[src/rtl/tv_recorder_pkg.sv]
// -----------------------------------------------------------------------------
// tv_recorder_pkg
// Shared types, default geometry and helpers for the test-vector recorder.
//   rec_state_t : recorder FSM state encoding (IDLE / RECORD / DRAIN)
//   TV_*        : default widths and buffer depth
//   sat_inc16   : 16-bit saturating increment
// -----------------------------------------------------------------------------
package tv_recorder_pkg;

  typedef enum logic [1:0] {
    ST_IDLE   = 2'd0,
    ST_RECORD = 2'd1,
    ST_DRAIN  = 2'd2
  } rec_state_t;

  localparam int TV_IN_W  = 3;
  localparam int TV_OUT_W = 1;
  localparam int TV_DEPTH = 16;

  // Increment that sticks at all-ones instead of wrapping.
  function automatic logic [15:0] sat_inc16(input logic [15:0] v);
    if (v == 16'hFFFF) begin
      return v;
    end else begin
      return v + 16'd1;
    end
  endfunction

endpackage

[src/rtl/tv_recorder_if.sv]
// -----------------------------------------------------------------------------
// tv_recorder_if
// Valid/ready read stream carrying captured records out of the recorder.
//   rd_valid : record available on rd_data
//   rd_ready : sink accepts record
//   rd_data  : record {dut_in, dut_out}
//   rd_last  : rd_data is the final record of the run
// master = recorder side, slave = sink side.
// -----------------------------------------------------------------------------
interface tv_recorder_if #(
  parameter int REC_W = 4
);
  logic             rd_valid;
  logic             rd_ready;
  logic [REC_W-1:0] rd_data;
  logic             rd_last;

  modport master (output rd_valid, output rd_data, output rd_last, input rd_ready);
  modport slave  (input rd_valid, input rd_data, input rd_last, output rd_ready);
endinterface

[src/rtl/tv_buffer.sv]
// -----------------------------------------------------------------------------
// tv_buffer
// DEPTH x REC_W register array, one synchronous write port and one
// asynchronous (zero-latency) read port. Storage is not reset: a run only
// ever reads entries it wrote itself.
//   clk   : clock
//   we    : write enable
//   waddr : write address
//   wdata : write data
//   raddr : read address
//   rdata : read data (combinational)
// -----------------------------------------------------------------------------
module tv_buffer #(
  parameter int DEPTH = 16,
  parameter int REC_W = 4
) (
  input  logic                     clk,
  input  logic                     we,
  input  logic [$clog2(DEPTH)-1:0] waddr,
  input  logic [REC_W-1:0]         wdata,
  input  logic [$clog2(DEPTH)-1:0] raddr,
  output logic [REC_W-1:0]         rdata
);

  logic [REC_W-1:0] mem_r [DEPTH];

  // Record storage write.
  always_ff @(posedge clk) begin
    if (we) begin
      mem_r[waddr] <= wdata;
    end
  end

  // Zero-latency read.
  always_comb begin
    rdata = mem_r[raddr];
  end

endmodule

[src/rtl/tv_recorder.sv]
// -----------------------------------------------------------------------------
// tv_recorder
// Captures {dut_in, dut_out} on each sample_en while recording, buffers up to
// DEPTH records, then streams them out over a valid/ready port.
//   clk, reset_n     : clock, asynchronous active-low reset
//   start / stop     : arm capture (IDLE only) / end capture (RECORD only)
//   sample_en        : capture {dut_in, dut_out} this cycle
//   dut_in, dut_out  : captured DUT stimulus / response
//   rd (master)      : record stream, rd_last flags the final record
//   busy             : FSM not in IDLE
//   count            : records captured in the current/last run
//   overflow         : sticky, sample_en while full or while draining
// Optional feature (macro TV_RECORDER_CHECK_EN): adds exp_out input and a
// saturating 16-bit err_count of samples where dut_out != exp_out.
// -----------------------------------------------------------------------------
module tv_recorder
  import tv_recorder_pkg::*;
#(
  parameter int IN_W  = TV_IN_W,
  parameter int OUT_W = TV_OUT_W,
  parameter int DEPTH = TV_DEPTH
) (
  input  logic                       clk,
  input  logic                       reset_n,
  input  logic                       start,
  input  logic                       stop,
  input  logic                       sample_en,
  input  logic [IN_W-1:0]            dut_in,
  input  logic [OUT_W-1:0]           dut_out,
`ifdef TV_RECORDER_CHECK_EN
  input  logic [OUT_W-1:0]           exp_out,
  output logic [15:0]                err_count,
`endif
  tv_recorder_if.master              rd,
  output logic                       busy,
  output logic [$clog2(DEPTH+1)-1:0] count,
  output logic                       overflow
);

  localparam int REC_W = IN_W + OUT_W;
  localparam int CNT_W = $clog2(DEPTH + 1);
  localparam int PTR_W = $clog2(DEPTH);

  localparam logic [CNT_W-1:0] DEPTH_C    = CNT_W'(DEPTH);
  localparam logic [CNT_W-1:0] DEPTH_M1_C = CNT_W'(DEPTH - 1);

  localparam logic [1:0] S_IDLE   = ST_IDLE;
  localparam logic [1:0] S_RECORD = ST_RECORD;
  localparam logic [1:0] S_DRAIN  = ST_DRAIN;

  logic [1:0]       state_r;
  logic [1:0]       state_nxt_s;
  logic [PTR_W-1:0] wr_ptr_r;
  logic [PTR_W-1:0] rd_ptr_r;
  logic [CNT_W-1:0] count_r;
  logic             overflow_r;
  logic [CNT_W-1:0] rd_ptr_ext_s;
  logic [CNT_W-1:0] count_m1_s;
  logic             full_s;
  logic             wr_en_s;
  logic             rd_valid_s;
  logic             rd_last_s;
  logic             xfer_s;
  logic [REC_W-1:0] mem_rdata_s;

  tv_buffer #(
    .DEPTH (DEPTH),
    .REC_W (REC_W)
  ) u_buf (
    .clk   (clk),
    .we    (wr_en_s),
    .waddr (wr_ptr_r),
    .wdata ({dut_in, dut_out}),
    .raddr (rd_ptr_r),
    .rdata (mem_rdata_s)
  );

  // Write qualification and read-side handshake decode.
  always_comb begin
    full_s       = (count_r == DEPTH_C);
    wr_en_s      = (state_r == S_RECORD) && sample_en && !full_s;
    rd_ptr_ext_s = CNT_W'(rd_ptr_r);
    count_m1_s   = count_r - CNT_W'(1);
    rd_valid_s   = (state_r == S_DRAIN) && (rd_ptr_ext_s < count_r);
    rd_last_s    = rd_valid_s && (rd_ptr_ext_s == count_m1_s);
    xfer_s       = rd_valid_s && rd.rd_ready;
  end

  // Stream outputs; data is forced to zero whenever no record is offered.
  always_comb begin
    rd.rd_valid = rd_valid_s;
    rd.rd_last  = rd_last_s;
    if (rd_valid_s) begin
      rd.rd_data = mem_rdata_s;
    end else begin
      rd.rd_data = '0;
    end
  end

  // Next-state logic. Filling the last slot ends recording in the same
  // cycle as the write; DRAIN leaves as soon as the final record is taken,
  // or immediately when nothing was captured.
  always_comb begin
    state_nxt_s = state_r;
    case (state_r)
      S_IDLE: begin
        if (start) begin
          state_nxt_s = S_RECORD;
        end else begin
          state_nxt_s = S_IDLE;
        end
      end
      S_RECORD: begin
        if (stop || full_s || (wr_en_s && (count_r == DEPTH_M1_C))) begin
          state_nxt_s = S_DRAIN;
        end else begin
          state_nxt_s = S_RECORD;
        end
      end
      S_DRAIN: begin
        if (!rd_valid_s || (xfer_s && rd_last_s)) begin
          state_nxt_s = S_IDLE;
        end else begin
          state_nxt_s = S_DRAIN;
        end
      end
      default: begin
        state_nxt_s = S_IDLE;
      end
    endcase
  end

  // FSM state register.
  always_ff @(posedge clk or negedge reset_n) begin
    if (!reset_n) begin
      state_r <= S_IDLE;
    end else begin
      state_r <= state_nxt_s;
    end
  end

  // Pointers, record count and sticky overflow; a start clears the run.
  always_ff @(posedge clk or negedge reset_n) begin
    if (!reset_n) begin
      wr_ptr_r   <= '0;
      rd_ptr_r   <= '0;
      count_r    <= '0;
      overflow_r <= 1'b0;
    end else begin
      case (state_r)
        S_IDLE: begin
          if (start) begin
            wr_ptr_r   <= '0;
            rd_ptr_r   <= '0;
            count_r    <= '0;
            overflow_r <= 1'b0;
          end
        end
        S_RECORD: begin
          if (wr_en_s) begin
            wr_ptr_r <= wr_ptr_r + PTR_W'(1);
            count_r  <= count_r + CNT_W'(1);
          end
          if (sample_en && full_s) begin
            overflow_r <= 1'b1;
          end
        end
        S_DRAIN: begin
          if (xfer_s) begin
            rd_ptr_r <= rd_ptr_r + PTR_W'(1);
          end
          if (sample_en) begin
            overflow_r <= 1'b1;
          end
        end
        default: begin
          wr_ptr_r <= '0;
          rd_ptr_r <= '0;
        end
      endcase
    end
  end

`ifdef TV_RECORDER_CHECK_EN
  logic [15:0] err_count_r;

  // Response-mismatch counter, live only while recording.
  always_ff @(posedge clk or negedge reset_n) begin
    if (!reset_n) begin
      err_count_r <= 16'd0;
    end else if ((state_r == S_IDLE) && start) begin
      err_count_r <= 16'd0;
    end else if ((state_r == S_RECORD) && sample_en && (dut_out != exp_out)) begin
      err_count_r <= sat_inc16(err_count_r);
    end
  end

  // Error count output.
  always_comb begin
    err_count = err_count_r;
  end
`endif

  // Status outputs.
  always_comb begin
    busy     = (state_r != S_IDLE);
    count    = count_r;
    overflow = overflow_r;
  end

endmodule

[src/flat_wrapper.sv]
// flat-port wrapper written by rule: the top's interface ports become plain ports
module tv_recorder_flat import tv_recorder_pkg::*;
#(
  parameter int IN_W  = TV_IN_W,
  parameter int OUT_W = TV_OUT_W,
  parameter int DEPTH = TV_DEPTH
)
  (clk, reset_n, start, stop, sample_en, dut_in, dut_out, busy, count, overflow, rd_rd_valid, rd_rd_data, rd_rd_last, rd_rd_ready);
  tv_recorder_if #(.REC_W(4)) rd_i ();
  input  logic clk;
  input  logic reset_n;
  input  logic start;
  input  logic stop;
  input  logic sample_en;
  input  logic [IN_W-1:0] dut_in;
  input  logic [OUT_W-1:0] dut_out;
  output logic busy;
  output logic [$clog2(DEPTH+1)-1:0] count;
  output logic overflow;
  output wire logic [$bits(rd_i.rd_valid)-1:0] rd_rd_valid;
  output wire logic [$bits(rd_i.rd_data)-1:0] rd_rd_data;
  output wire logic [$bits(rd_i.rd_last)-1:0] rd_rd_last;
  input wire logic [$bits(rd_i.rd_ready)-1:0] rd_rd_ready;
  assign rd_rd_valid = rd_i.rd_valid;
  assign rd_rd_data = rd_i.rd_data;
  assign rd_rd_last = rd_i.rd_last;
  assign rd_i.rd_ready = rd_rd_ready;
  tv_recorder #(.IN_W(IN_W), .OUT_W(OUT_W), .DEPTH(DEPTH)) u_core (.clk(clk), .reset_n(reset_n), .start(start), .stop(stop), .sample_en(sample_en), .dut_in(dut_in), .dut_out(dut_out), .rd(rd_i), .busy(busy), .count(count), .overflow(overflow));
endmodule
[config.mk]
export PLATFORM = sky130hd
export DESIGN_NAME = tv_recorder_flat
export DESIGN_NICKNAME = d
export VERILOG_FILES = /design/src/rtl/tv_recorder_pkg.sv /design/src/rtl/tv_recorder_if.sv /design/src/rtl/tv_buffer.sv /design/src/rtl/tv_recorder.sv /design/src/flat_wrapper.sv
export SDC_FILE = /design/constraint.sdc
export NUM_CORES = 1
export LEC_CHECK = 0
export ABC_AREA = 1
export BUFFER_PORTS_ARGS = -buffer_cell sky130_fd_sc_hd__buf_4
export CAP_MARGIN = 20
export CORE_MARGIN = 2
export CORE_UTILIZATION = 30
export DETAILED_ROUTE_END_ITERATION = 8
export GPL_TIMING_DRIVEN = 0
export PLACE_DENSITY_LB_ADDON = 0.12
export SYNTH_ARGS = -nofsm -noshare
export SYNTH_HDL_FRONTEND = slang
export SYNTH_HIERARCHICAL = 1
export SYNTH_SLANG_ARGS = --single-unit
[constraint.sdc]
create_clock -name clk -period 3.8 [get_ports clk]
set_clock_uncertainty 0.15 [all_clocks]
set_input_delay 1.14 -clock clk [delete_from_list [all_inputs] [get_ports clk]]
set_output_delay 1.14 -clock clk [all_outputs]
set_load 0.05 [all_outputs]
=== Word-level counts from Yosys, hierarchy flattened ===
Memory sizes are Yosys's and may differ from the RTL's.
Cells that the tools add are included.

* Register bits after elaboration: 16
* Latch bits: 0
* RAM bits: 64
* Bits in read-only memories: 0
* Input port bits: 10
* Output and inout bits: 13
* Logic and storage cells: 63
* Memories: 1

{| class="wikitable"
|+ Memory list
! name !! words !! width !! rd ports !! clocked after Yosys merged registers in !! wr ports !! line !! RTL
|-
| u_core.u_buf.mem_r || 16 || 4 || 1 || 0 || 1 || tv_buffer.sv:25 || <nowiki>logic [REC_W-1:0] mem_r [DEPTH];</nowiki>
|}

* Add/subtract/negate cells: 4
* Multiply operators: 0
* Divide/modulo/power cells: 0
* Order comparisons: 1
* Equal/unequal tests: 10
* Shift-type cells: 0
* Multiplexer cells: 19
* Bitwise logic cells: 2
* Reductions and logical operators: 21

{| class="wikitable"
|+ Operators by type and width
! operator !! count
|-
| case mux 4 bit (3 select lines) || 2
|-
| 2-to-1 mux 4 bit || 4
|-
| 2-to-1 mux 5 bit || 2
|-
| case mux 5 bit (2 select lines) || 1
|-
| AND reduction 3 bit || 3
|-
| adder 4 x 1 -> 4 bit (second input constant) || 2
|-
| logical AND 1 bit || 8
|-
| 2-to-1 mux 1 bit || 6
|-
| != test 2 bit (second input constant) || 3
|-
| case mux 2 bit (3 select lines) || 1
|-
| adder 5 x 1 -> 5 bit (second input constant) || 1
|-
| equality test 4 x 5 -> 1 bit || 1
|-
| equality test 5 x 4 -> 1 bit (second input constant) || 1
|-
| equality test 5 bit (second input constant) || 1
|-
| less-than comparator 4 x 5 -> 1 bit || 1
|-
| subtractor 5 x 1 -> 5 bit (second input constant) || 1
|-
| 2-to-1 mux 2 bit || 2
|-
| != test 2 x 1 -> 1 bit (second input constant) || 2
|-
| AND reduction 4 bit || 1
|-
| nonzero test 2 bit || 2
|-
| logical OR 1 bit || 3
|-
| case mux 1 bit (3 select lines) || 1
|-
| nonzero test 3 bit || 1
|-
| equality test 2 x 1 -> 1 bit (second input constant) || 1
|-
| 4 further kinds || 6
|}

=== Longest topological paths before layout ===
Gate-level depths: netlist of the first run.

* Depth in word-level cells: 7
* Gate-level depth with buffers: 11
* Gate-level depth less buffers: 10

=== Modules after synthesis ===
Netlist of the first run, hierarchy kept.

{| class="wikitable"
|+ Modules (own cells, without submodules)
! module !! instances !! cells each !! area an instance (sq um) !! seq. area each (sq um)
|-
| tv_buffer || 1 || 286 || 2,886.5 || 1,921.8
|-
| tv_recorder || 1 || 171 || 1,270.0 || 400.4
|}

=== Least setup slack after synthesis of the first run ===
OpenSTA, ideal clock, no wires.

* Path type: register to output
* Start: reg u_core.count_r[2], in the netlist u_core/count[2]
* End: out rd_rd_last
* Arrival time: 2.212 ns
* Data required time: 2.510 ns
* Slack: 0.298 ns
* Cell stages (with the launch flop): 8
* Buffers on the path: 1
* Cell sequence: dfrtp_1 buf_6 inv_1 ha_1 a21o_1 nand3_1 nand3_2 nor2_1

* Cells in the longest elaborated chain, start to end: 3
* Elaborated cells on any way between the ends: 5
* Those cells by class: add/sub (1); order compare (1); eq/ne (1); reduce/logical (2)

{| class="wikitable"
|+ Ends and longest elaborated chain
! element !! line !! RTL
|-
| start: declaration || tv_recorder.sv:55 || <nowiki>logic [CNT_W-1:0] count_r;</nowiki>
|-
| start signal: assignment || tv_recorder.sv:162 || <nowiki>count_r <= count_r + CNT_W'(1);</nowiki>
|-
| subtractor 5 x 1 -> 5 bit or less-than comparator 4 x 5 -> 1 bit (tied branches) || tv_recorder.sv:83, tv_recorder.sv:84 ||
|-
| equality test 4 x 5 -> 1 bit or logical AND 1 bit (tied branches) || tv_recorder.sv:85, tv_recorder.sv:84 ||
|-
| logical AND 1 bit * || tv_recorder.sv:85 || <nowiki>rd_last_s = rd_valid_s && (rd_ptr_ext_s == count_m1_s);</nowiki>
|-
| end: declaration || flat_wrapper.sv:22 || <nowiki>output wire logic [$bits(rd_i.rd_last)-1:0] rd_rd_last;</nowiki>
|}

Every way passes the cells marked *; elsewhere a longest branch is shown, timed or not.

=== Final worst setup path of the first run ===
* Start: reg u_core.rd_ptr_r[1]
* End: out rd_rd_data[2]

* Elaborated cells on any way between the ends: 4
* Those cells by class: order compare (1); mux (1); reduce/logical (1); memory (1)

{| class="wikitable"
|+ RTL lines
! element !! line !! RTL
|-
| start: declaration || tv_recorder.sv:54 || <nowiki>logic [PTR_W-1:0] rd_ptr_r;</nowiki>
|-
| start signal: assignment || tv_recorder.sv:170 || <nowiki>rd_ptr_r <= rd_ptr_r + PTR_W'(1);</nowiki>
|-
| memory (16 x 4 bit) || n/a ||
|-
| net u_core.mem_rdata_s[2] || tv_recorder.sv:64 || <nowiki>logic [REC_W-1:0] mem_rdata_s;</nowiki>
|-
| 2-to-1 mux 4 bit || tv_recorder.sv:93 || <nowiki>if (rd_valid_s) begin</nowiki>
|-
| end: declaration || flat_wrapper.sv:21 || <nowiki>output wire logic [$bits(rd_i.rd_data)-1:0] rd_rd_data;</nowiki>
|}

The timed path passes the listed nets, and every way through them passes these cells.

==> out/results.txt, run 1 <==
register bit total from synthesis -> 80
sequential cell area fraction in the yosys report -> 55.9%
Hold Path End -> u_core/overflow$_DFFE_PN0P_
detailed-route via count -> 3085
# DRC -> 0
total negative slack -> 0 ns
initial antenna violation count -> 0
drt wl/cell -> 14.8 um
Pwr Density -> 612 nW/um^2
CTS tree -> built
Routed WL -> 9.98 mm
diodes inserted -> 0
share of post-route cells with drive strength above 1 -> 15.2%
flop-to-flop setup slack -> 1.37 ns
All-Layer GR Usage -> 14.7%
Placer Congestion -> 0.878
CP endpoint kind -> primary output
Die Span X -> 122 um
R2R depth -> 9
syn_area_per_cell -> 9.10 sq um
first-pass GRT wire length -> 15.7 mm
status -> completed
Final period util -> 88.3%
overall power -> 0.00295 W
reg-to-reg critical path endpoint -> u_core/u_buf/mem_r[0][0]$_DFFE_PP_
Initial Util -> 30.3%
Critical Path AT -> 2.07 ns
Max Transition Viols Final -> 0
Worst Hold Launch -> u_core/overflow$_DFFE_PN0P_
# hold bufs at CTS -> 0
Post-CTS Setup Bufs -> 0
die area -> 14800 sq um
CP max FO -> 10
count of nets after finishing -> 513
critical path class -> flip-flop to primary output
htree depth -> 3
maxcap violations -> 0
final setup violation count -> 0
# rows -> 43
detailed placement HPWL -> 7.24 mm
Worst R2R Start -> u_core/count[0]$_DFFE_PN0P_
Mapped Cells -> 457
total grt overflow -> 0
CP Launch Type -> flip-flop
worst skew pair latency -> 0.34 ns
crit path time final -> 3.36 ns
Sink Count -> 80
mapped cell area -> 4160 sq um
CORE AREA -> 13700 sq um
max_slew headroom -> 65.2%
leakage power -> 2.15 nW
Buffers on Ports -> 22
Slew @ Worst Pin -> 0.521 ns
Yosys top cell by area -> edfxtp_1
Distinct cells, synth -> 31
RSZ-0062 raised after global routing -> false
drt first pass iters -> 4
worst hold path depth -> 2
Initial DRC Count -> 163
f_max -> 0.298 GHz
area growth from synthesis to layout -> 16.0%
VDD IR-drop max -> 0.323 mV
via/cell ratio -> 4.57
worst path required time -> 2.51 ns
commonest non-fill, non-tap cell in the layout -> nand2_1
highest-count cells in the layout ignoring fill and taps -> 129 x nand2_1, 73 x inv_1, 64 x nand3_1, 64 x edfxtp_1, 31 x nor2_1
vias in the first global route -> 2919
Die Span Y -> 122 um
Antenna Nets Post-Route -> 0
I/O pins -> 23
syn_nets -> 480
PostCTS Resize Cnt -> 0
YS warnings -> 6
clock buffer count from CTS -> 9
clock root cell -> clkbuf_16
CTS clk-pin slew, worst paths -> 0.06 ns
HP Class -> flip-flop to flip-flop
largest net degree at the start of global routing -> 17
Final Hold Fails -> 0
post-synth top area share -> 46.2%
clk buf depth -> 2
top cells by area, synth -> edfxtp_1 46%, nand2_1 12%, dfrtp_1 9.6%, nand3_1 7.7%, inv_1 6.6%
[critical path: stages, from the launching register on]
cell,delay (ns)
dfrtp_1,0.49
buf_6,0.19
buf_2,0.22
nand3_1,0.17
nand3_1,0.10
nand3_1,0.07
nand2_1,0.08
inv_1,0.04
nor2_1,0.13
buf_4,0.22
[metal layers]
metal / GRT usage, % / part of all wire, % / up-vias
met1: 21.2 / 50 / 1481
met2: 21.3 / 44 / 47
li1: - / - / 1543
met3: 2.25 / 3.4 / 14
met4: 7.40 / 2.3 / 0
met5: 0 / 0 / -
[Yosys cell counts, drive strengths merged]
library cell	count
a2bb2oi	1
nand3	66
ha	13
nand3b	2
nand2	135
a31oi	1
nor2	33
o21ai	13
edfxtp	64
buf	13
inv	80
a21oi	6
nand4	3
a21o	1
or2	5
clkinv	1
o211ai	1
dfrtp	16
xor2	3
[power by group]
part / internal [W] / switching, W
registers: 0.00100 / 0.0000575
clock network: 0.000442 / 0.000363
logic: 0.000356 / 0.000728
[cell type report]
type	instances	area, sq um
Buffer	13	119
Clock buffer	9	225
Clock inverter	7	47.5
Fill cell	1444	8900
Inverter	81	313
Multi-Input combinational cell	283	1400
Sequential cell	80	2320
Tap cell	180	225
Timing Repair Buffer	22	165
[worst max-delay path by stage]
stage	startpoint	end	slack (ns)	depth (start not counted)
final	u_core/rd_ptr_r[1]$_DFFE_PN0P_	rd_rd_data[2]	0.44	9
after global routing	u_core/count[0]$_DFFE_PN0P_	rd_rd_last	0.23	8
after global placement	u_core/count[3]$_DFFE_PN0P_	rd_rd_data[0]	0.80	6
after CTS	u_core/count[3]$_DFFE_PN0P_	rd_rd_data[2]	0.38	6
after detailed placement	u_core/count[2]$_DFFE_PN0P_	rd_rd_data[0]	0.77	8
after floorplan	u_core/count[2]$_DFFE_PN0P_	rd_rd_last	0.30	7
[stage by stage]
stage	instance area (sq um)	util, %	instances	hold WS (ns)	setup slack [ns]
2_1_floorplan	4160	-	457	0.373	0.298
3_3_place_gp	4550	33.1	659	0.404	0.795
3_5_place_dp	4550	33.1	659	0.402	0.774
4_1_cts	4820	35.1	675	0.422	0.377
5_1_grt	4820	35.1	675	0.459	0.233
6_report	4820	35.1	675	0.417	0.443
[kinds of logic after synthesis]
group           share of synthesized area [%]
simple gates                             26.0
fa+ha+maj                                3.91
buf+inv                                  10.4
xor+xnor                                0.632
flops                                    55.9
compound gates                           3.19
[sequential cells by signal, indices dropped and copies added, names as in the netlist]
| name | count |
|---|---|
| u_core/u_buf/mem_r | 64 |
| u_core/overflow | 1 |
| u_core/wr_ptr_r | 4 |
| u_core/state_r | 2 |
| u_core/rd_ptr_r | 4 |
| u_core/count | 5 |
Power figures use the tool's default switching activity.
==> inputs of run 2 (changes only) <==
--- a/config.mk
+++ b/config.mk
@@ -5,7 +5,7 @@
 export SDC_FILE = /design/constraint.sdc
 export NUM_CORES = 1
 export LEC_CHECK = 0
-export ABC_AREA = 1
+export ABC_AREA = 0
 export BUFFER_PORTS_ARGS = -buffer_cell sky130_fd_sc_hd__buf_4
 export CAP_MARGIN = 20
 export CORE_MARGIN = 2
@@ -13,6 +13,7 @@
 export DETAILED_ROUTE_END_ITERATION = 8
 export GPL_TIMING_DRIVEN = 0
 export PLACE_DENSITY_LB_ADDON = 0.12
+export SLEW_MARGIN = 15
 export SYNTH_ARGS = -nofsm -noshare
 export SYNTH_HDL_FRONTEND = slang
 export SYNTH_HIERARCHICAL = 1
==> run 2 against run 1 <==
Routed wire length shrank 16%. Clock power grew 1%. Total power shrank 14%. Fmax shrank 7.6%. Synthesized cell count shrank 42%. Sequential share of layout area grew 3.4 points. Global-route usage shrank 1.5 points. Sequential power is essentially flat. Hold slack lost 0.056 ns. Non-clock buffer count shrank 6. Via count shrank 24%. Largest cell class unchanged. Largest power group is now registers. Highest routed layer unchanged.
==> out/results.txt, run 2 <==
total negative slack -> 0 ns
CTS tree -> built
diodes inserted -> 0
# DRC -> 0
Critical Path AT -> 2.34 ns
Final Hold Fails -> 0
CP max FO -> 9
share of power burned in registers -> 41.6%
sequential cell area fraction in the yosys report -> 60.6%
Worst R2R Start -> u_core/count[0]$_DFFE_PN0P_
Main synth FF type -> edfxtp_1
Synth async-reset ratio -> 20.0%
Sw Ratio -> 33.9%
Core Util, Final -> 35.8%
# hold bufs at CTS -> 0
Pwr Density -> 564 nW/um^2
Initial DRC Count -> 127
Max Transition Viols Final -> 0
leakage power -> 1.62 nW
internal power -> 0.00168 W
via/cell ratio -> 4.90
top cells by area, synth -> edfxtp_1 50%, dfrtp_1 10%, mux4_1 9.6%, ha_1 4.2%, nand2_1 2.3%
Biggest register -> u_core/u_buf/mem_r
worst hold path depth -> 1
commonest non-fill, non-tap cell in the layout -> edfxtp_1
share of post-route cells with drive strength above 1 -> 16.8%
RSZ-0062 raised after global routing -> false
Finished Layout Cells -> 476
area growth from synthesis to layout -> 17.5%
crit path time final -> 3.63 ns
Largest register FFs -> 64
vias in the first global route -> 2275
syn_nets -> 289
Worst Hold Launch -> u_core/overflow$_DFFE_PN0P_
total grt overflow -> 0
met1 WL -> 4.12 mm
reg-to-reg critical path endpoint -> u_core/u_buf/mem_r[0][2]$_DFFE_PP_
# rows -> 41
Worst path max stage delay -> 0.48 ns
top cells by count, synth -> 64 x edfxtp_1, 23 x nand2_1, 20 x nor2_1
clk buf depth -> 2
Critical Path, Cell by Cell -> inv_1 -> ha_1 -> nor2b_1 -> o2111ai_2 -> and2_2 -> and2_1 -> buf_4
R2R depth -> 7
drt first pass iters -> 4
mapped cell area -> 3830 sq um
post-synth top area share -> 50.1%
CTS clk-pin slew, worst paths -> 0.06 ns
Fin Hold WS -> 0.361 ns
Slew @ Worst Pin -> 0.812 ns
highest-count cells in the layout ignoring fill and taps -> 64 x edfxtp_1, 23 x buf_4, 23 x nand2_1
Placer Congestion -> 0.714
Routed WL -> 8.37 mm
detailed-route via count -> 2331
status -> completed
Post-CTS Setup Bufs -> 0
maxcap violations -> 0
detailed placement HPWL -> 5.80 mm
CP Launch Type -> flip-flop
Sink Count -> 80
register bit total from synthesis -> 80
Final period util -> 95.7%
CORE AREA -> 12600 sq um
filler instances -> 1224
initial antenna violation count -> 0
f_max -> 0.275 GHz
Hold Path End -> u_core/overflow$_DFFE_PN0P_
WL met3 -> 160 um
footprint of the multi-input gates -> 1410 sq um
met2 wire len -> 4.00 mm
number of enable flip-flop cells after synthesis -> 64
Die Span Y -> 117 um
YS warnings -> 6
drt wl/cell -> 17.6 um
VDD IR-drop max -> 0.190 mV
worst path required time -> 2.51 ns
All-Layer GR Usage -> 13.2%
Psw -> 0.000863 W
Mapped Cells -> 266
clock root cell -> clkbuf_16
worst skew pair latency -> 0.33 ns
CP endpoint kind -> primary output
Buffers on Ports -> 22
Initial Util -> 30.5%
first-pass GRT wire length -> 12.9 mm
I/O pins -> 23
Clock power frac -> 32.1%
flop-to-flop setup slack -> 0.82 ns
Die Span X -> 117 um
CP max-delay cell -> dfrtp_1
die area -> 13700 sq um
final setup violation count -> 0
clock buffer count from CTS -> 9
Yosys top cell by area -> edfxtp_1
max layer used -> met4
Combinational Power Share -> 26.4%
syn_area_per_cell -> 14.4 sq um
HP Class -> flip-flop to flip-flop
placed cell count -> 460
Antenna Nets Post-Route -> 0
critical path class -> flip-flop to primary output
storage element area -> 2320 sq um
max_slew headroom -> 45.5%
largest net degree at the start of global routing -> 17
top-count cell post-synth -> edfxtp_1
htree depth -> 3
count of nets after finishing -> 322
Distinct cells, synth -> 46
==> run 2: cell types whose count changed after synthesis, moves of 7 or more <==
cell,previous run,this run
nand3_1,64,15
nand2_1,129,23
nor2_1,31,20
nor3_1,0,7
inv_1,73,13
o21ai_1,9,0
mux4_1,0,14
==> run 2: through the flow <==
stage	instance area (sq um)	worst slack, ns	total power [W]
2_1_floorplan	3830	0.0455	0.00153
3_3_place_gp	4220	0.214	0.00174
3_5_place_dp	4220	0.196	0.00175
4_1_cts	4500	0.103	0.00257
5_1_grt	4510	0.0116	0.00267
6_report	4510	0.165	0.00254
==> run 2: cell type report <==
class	count	share of cell area, %
well taps	172	4.78
inverters	14	1.17
clock inverters	7	1.22
plain buffers	7	1.31
repair buffers	22	3.67
clock buffers	9	5.00
flip-flops and latches	80	51.5
multi-input cells	165	31.3
==> run 2: worst max-delay path by stage <==
stage / start / endpoint / slack [ns] / cells after the start
after global routing: u_core/rd_ptr_r[1]$_DFFE_PN0P_ / rd_rd_data[2] / 0.01 / 7
after floorplan: u_core/count[1]$_DFFE_PN0P_ / rd_rd_last / 0.05 / 6
after detailed placement: u_core/count[1]$_DFFE_PN0P_ / rd_rd_last / 0.20 / 7
after CTS: u_core/rd_ptr_r[1]$_DFFE_PN0P_ / rd_rd_data[2] / 0.10 / 7
final: u_core/count[1]$_DFFE_PN0P_ / rd_rd_last / 0.17 / 7
after global placement: u_core/count[1]$_DFFE_PN0P_ / rd_rd_last / 0.21 / 7
==> run 2: logic make-up (layout without fill, tap and decap cells) <==
kind of cell	Yosys count	in the layout	share of synthesized area (%)
flip-flops	80	80	60.6
AO/OA/AOI/OAI	30	30	5.61
multiplexers	22	22	12.4
adder cells (fa/ha/maj)	13	13	4.24
XOR/XNOR	6	6	1.37
buffers and inverters	21	59	2.81
AND/OR/NAND/NOR	94	94	13.0
==> run 2: power by group through the flow <==
| stage | clock network (W) | logic (W) | registers (W) |
|---|---|---|---|
| 3_5_place_dp | 0 | 0.000671 | 0.00108 |
| 3_3_place_gp | 0 | 0.000668 | 0.00108 |
| 5_1_grt | 0.000874 | 0.000730 | 0.00107 |
| 4_1_cts | 0.000832 | 0.000680 | 0.00106 |
| 6_report | 0.000815 | 0.000670 | 0.00106 |
| 2_1_floorplan | 0 | 0.000423 | 0.00111 |
==> run 2: layer usage <==
metal | track usage [%] | up-vias
met3 | 3.19 | 7
li1 | - | 1099
met4 | 4.00 | 0
met2 | 20.4 | 16
met5 | 0 | -
met1 | 18.4 | 1209
==> run 2: timing repair <==
action | CTS | global route
endpoints found under the hold margin | 0 | 0
setup endpoints to repair | 6 | 1
gates resized for setup | 2 | 1
==> run 2: worst max-delay path, delay by kind of cell (launching register included) <==
family	cells	cell delay (ns)
flip-flops	1	0.48
AO/OA/AOI/OAI	1	0.42
buffers and inverters	2	0.30
AND/OR/NAND/NOR	3	0.50
adder cells (fa/ha/maj)	1	0.30
==> inputs of run 3 (changes only) <==
--- a/config.mk
+++ b/config.mk
@@ -9,8 +9,10 @@
 export BUFFER_PORTS_ARGS = -buffer_cell sky130_fd_sc_hd__buf_4
 export CAP_MARGIN = 20
 export CORE_MARGIN = 2
-export CORE_UTILIZATION = 30
+export CORE_UTILIZATION = 50
+export CTS_BUF_LIST = sky130_fd_sc_hd__clkbuf_8
 export DETAILED_ROUTE_END_ITERATION = 8
+export GPL_ROUTABILITY_DRIVEN = 0
 export GPL_TIMING_DRIVEN = 0
 export PLACE_DENSITY_LB_ADDON = 0.12
 export SLEW_MARGIN = 15
==> run 3 against run 2 <==
Largest power group unchanged. Core utilization increased by 23 points. Register-to-register slack improved by 0.06 ns. Via count decreased by 1.1%. Sequential share of layout area increased by 2.1 points. Cell count decreased by 15%.
==> out/results.txt, run 3 (synthesis gave the netlist of run 2 again) <==
status -> completed
Initial DRC Count -> 178
die area -> 8380 sq um
All-Layer GR Usage -> 20.0%
# DRC -> 0
reg-to-reg critical path endpoint -> u_core/u_buf/mem_r[0][2]$_DFFE_PP_
Slew @ Worst Pin -> 0.715 ns
worst skew pair latency -> 0.35 ns
clk buf depth -> 2
commonest non-fill, non-tap cell in the layout -> edfxtp_1
total negative slack -> 0 ns
Die Span Y -> 91.6 um
vias in the first global route -> 2298
leakage power -> 1.58 nW
CP Launch Type -> flip-flop
dpl ws -> 0.327 ns
Die Span X -> 91.6 um
CP endpoint kind -> primary output
highest-count cells in the layout ignoring fill and taps -> 64 x edfxtp_1, 23 x buf_4, 23 x nand2_1
Routed WL -> 7.61 mm
Final period util -> 96.4%
final setup violation count -> 0
Worst Hold Launch -> u_core/overflow$_DFFE_PN0P_
HP Class -> flip-flop to flip-flop
critical path class -> flip-flop to primary output
htree depth -> 3
Hold Path End -> u_core/overflow$_DFFE_PN0P_
min setup slack post-route -> 0.136 ns
maxcap violations -> 0
# hold bufs at CTS -> 0
RSZ-0062 raised after global routing -> false
initial antenna violation count -> 0
Antenna Nets Post-Route -> 0
CORE AREA -> 7330 sq um
Sink Count -> 80
Pwr Density -> 538 nW/um^2
CP max FO -> 10
via/cell ratio -> 5.72
drt wl/cell -> 18.9 um
detailed-route via count -> 2306
Post-CTS Setup Bufs -> 0
Critical Path AT -> 2.37 ns
f_max -> 0.273 GHz
total grt overflow -> 0
I/O pins -> 23
largest net degree at the start of global routing -> 17
count of nets after finishing -> 322
overall power -> 0.00233 W
CTS tree -> built
Largest register FFs -> 64
share of post-route cells with drive strength above 1 -> 16.4%
crit path time final -> 3.66 ns
VDD IR-drop max -> 0.311 mV
first-pass GRT wire length -> 12.4 mm
max_slew headroom -> 52.0%
area growth from synthesis to layout -> 12.9%
Buffers on Ports -> 22
detailed placement HPWL -> 5.22 mm
clock root cell -> clkbuf_8
filler instances -> 590
# rows -> 31
CTS clk-pin slew, worst paths -> 0.08 ns
Biggest register -> u_core/u_buf/mem_r
worst hold path depth -> 1
Worst R2R Start -> u_core/count[0]$_DFFE_PN0P_
worst path required time -> 2.51 ns
Initial Util -> 52.3%
Max Transition Viols Final -> 0
diodes inserted -> 0
flop-to-flop setup slack -> 0.88 ns
R2R depth -> 7
drt first pass iters -> 4
Final Hold Fails -> 0
clock buffer count from CTS -> 9
## run 3: cell type report
cell class	instances	area [sq um]	share of cell area [%]
multi-input combinational	165	1410	32.6
sequential	80	2320	53.6
timing repair buffer	22	165	3.82
buffer	7	58.8	1.36
tap	99	124	2.86
inverter	14	52.6	1.21
clock inverter	7	71.3	1.65
clock buffer	9	124	2.86
## run 3: routing by layer
metal  vias to the layer above  part of all wire (%)  track usage [%]
met4                         0                   1.2             7.95
met3                         8                   5.4             3.24
met1                      1134                    46             30.0
met5                         -                     0                0
met2                        61                    47             29.3
li1                       1103                     -                -
## run 3: worst max-delay path by stage
stage	start	endpoint	slack (ns)	depth (start not counted)
6_report	u_core/rd_ptr_r[1]$_DFFE_PN0P_	rd_rd_data[1]	0.14	7
5_1_grt	u_core/rd_ptr_r[1]$_DFFE_PN0P_	rd_rd_data[1]	0.03	7
4_1_cts	u_core/rd_ptr_r[1]$_DFFE_PN0P_	rd_rd_data[1]	0.08	7
3_5_place_dp	u_core/rd_ptr_r[1]$_DFFE_PN0P_	rd_rd_data[1]	0.33	7
3_3_place_gp	u_core/rd_ptr_r[1]$_DFFE_PN0P_	rd_rd_data[1]	0.34	7
2_1_floorplan	u_core/count[1]$_DFFE_PN0P_	rd_rd_last	0.05	6
## run 3: per-stage QoR
step / hold WS [ns] / instances / util, % / area, sq um
floorplan: 0.392 / 266 / - / 3830
global placement: 0.341 / 387 / 56.3 / 4120
detailed placement: 0.351 / 387 / 56.3 / 4120
CTS: 0.370 / 403 / 59.0 / 4330
global route: 0.376 / 403 / 59.1 / 4330
finish: 0.366 / 403 / 59.1 / 4330
## run 3: worst max-delay path, cell delays in order (launching register included)
cell and delay (ns):
dfrtp_1 0.48, clkbuf_2 0.26, clkbuf_4 0.27, mux4_2 0.34
a22oi_1 0.26, nand3_1 0.10, and3_1 0.14, buf_4 0.18
## run 3: power by group
group	total [W]	leakage, nW	internal (W)	switching [W]
logic	0.000659	0.689	0.000231	0.000428
clock network	0.000613	0.0974	0.000304	0.000308
registers	0.00106	0.793	0.000995	0.0000638
## run 3: timing repair
item,in CTS,in global routing
resized for setup,2,1
gates cloned,0,0
endpoints found under the setup margin,3,2
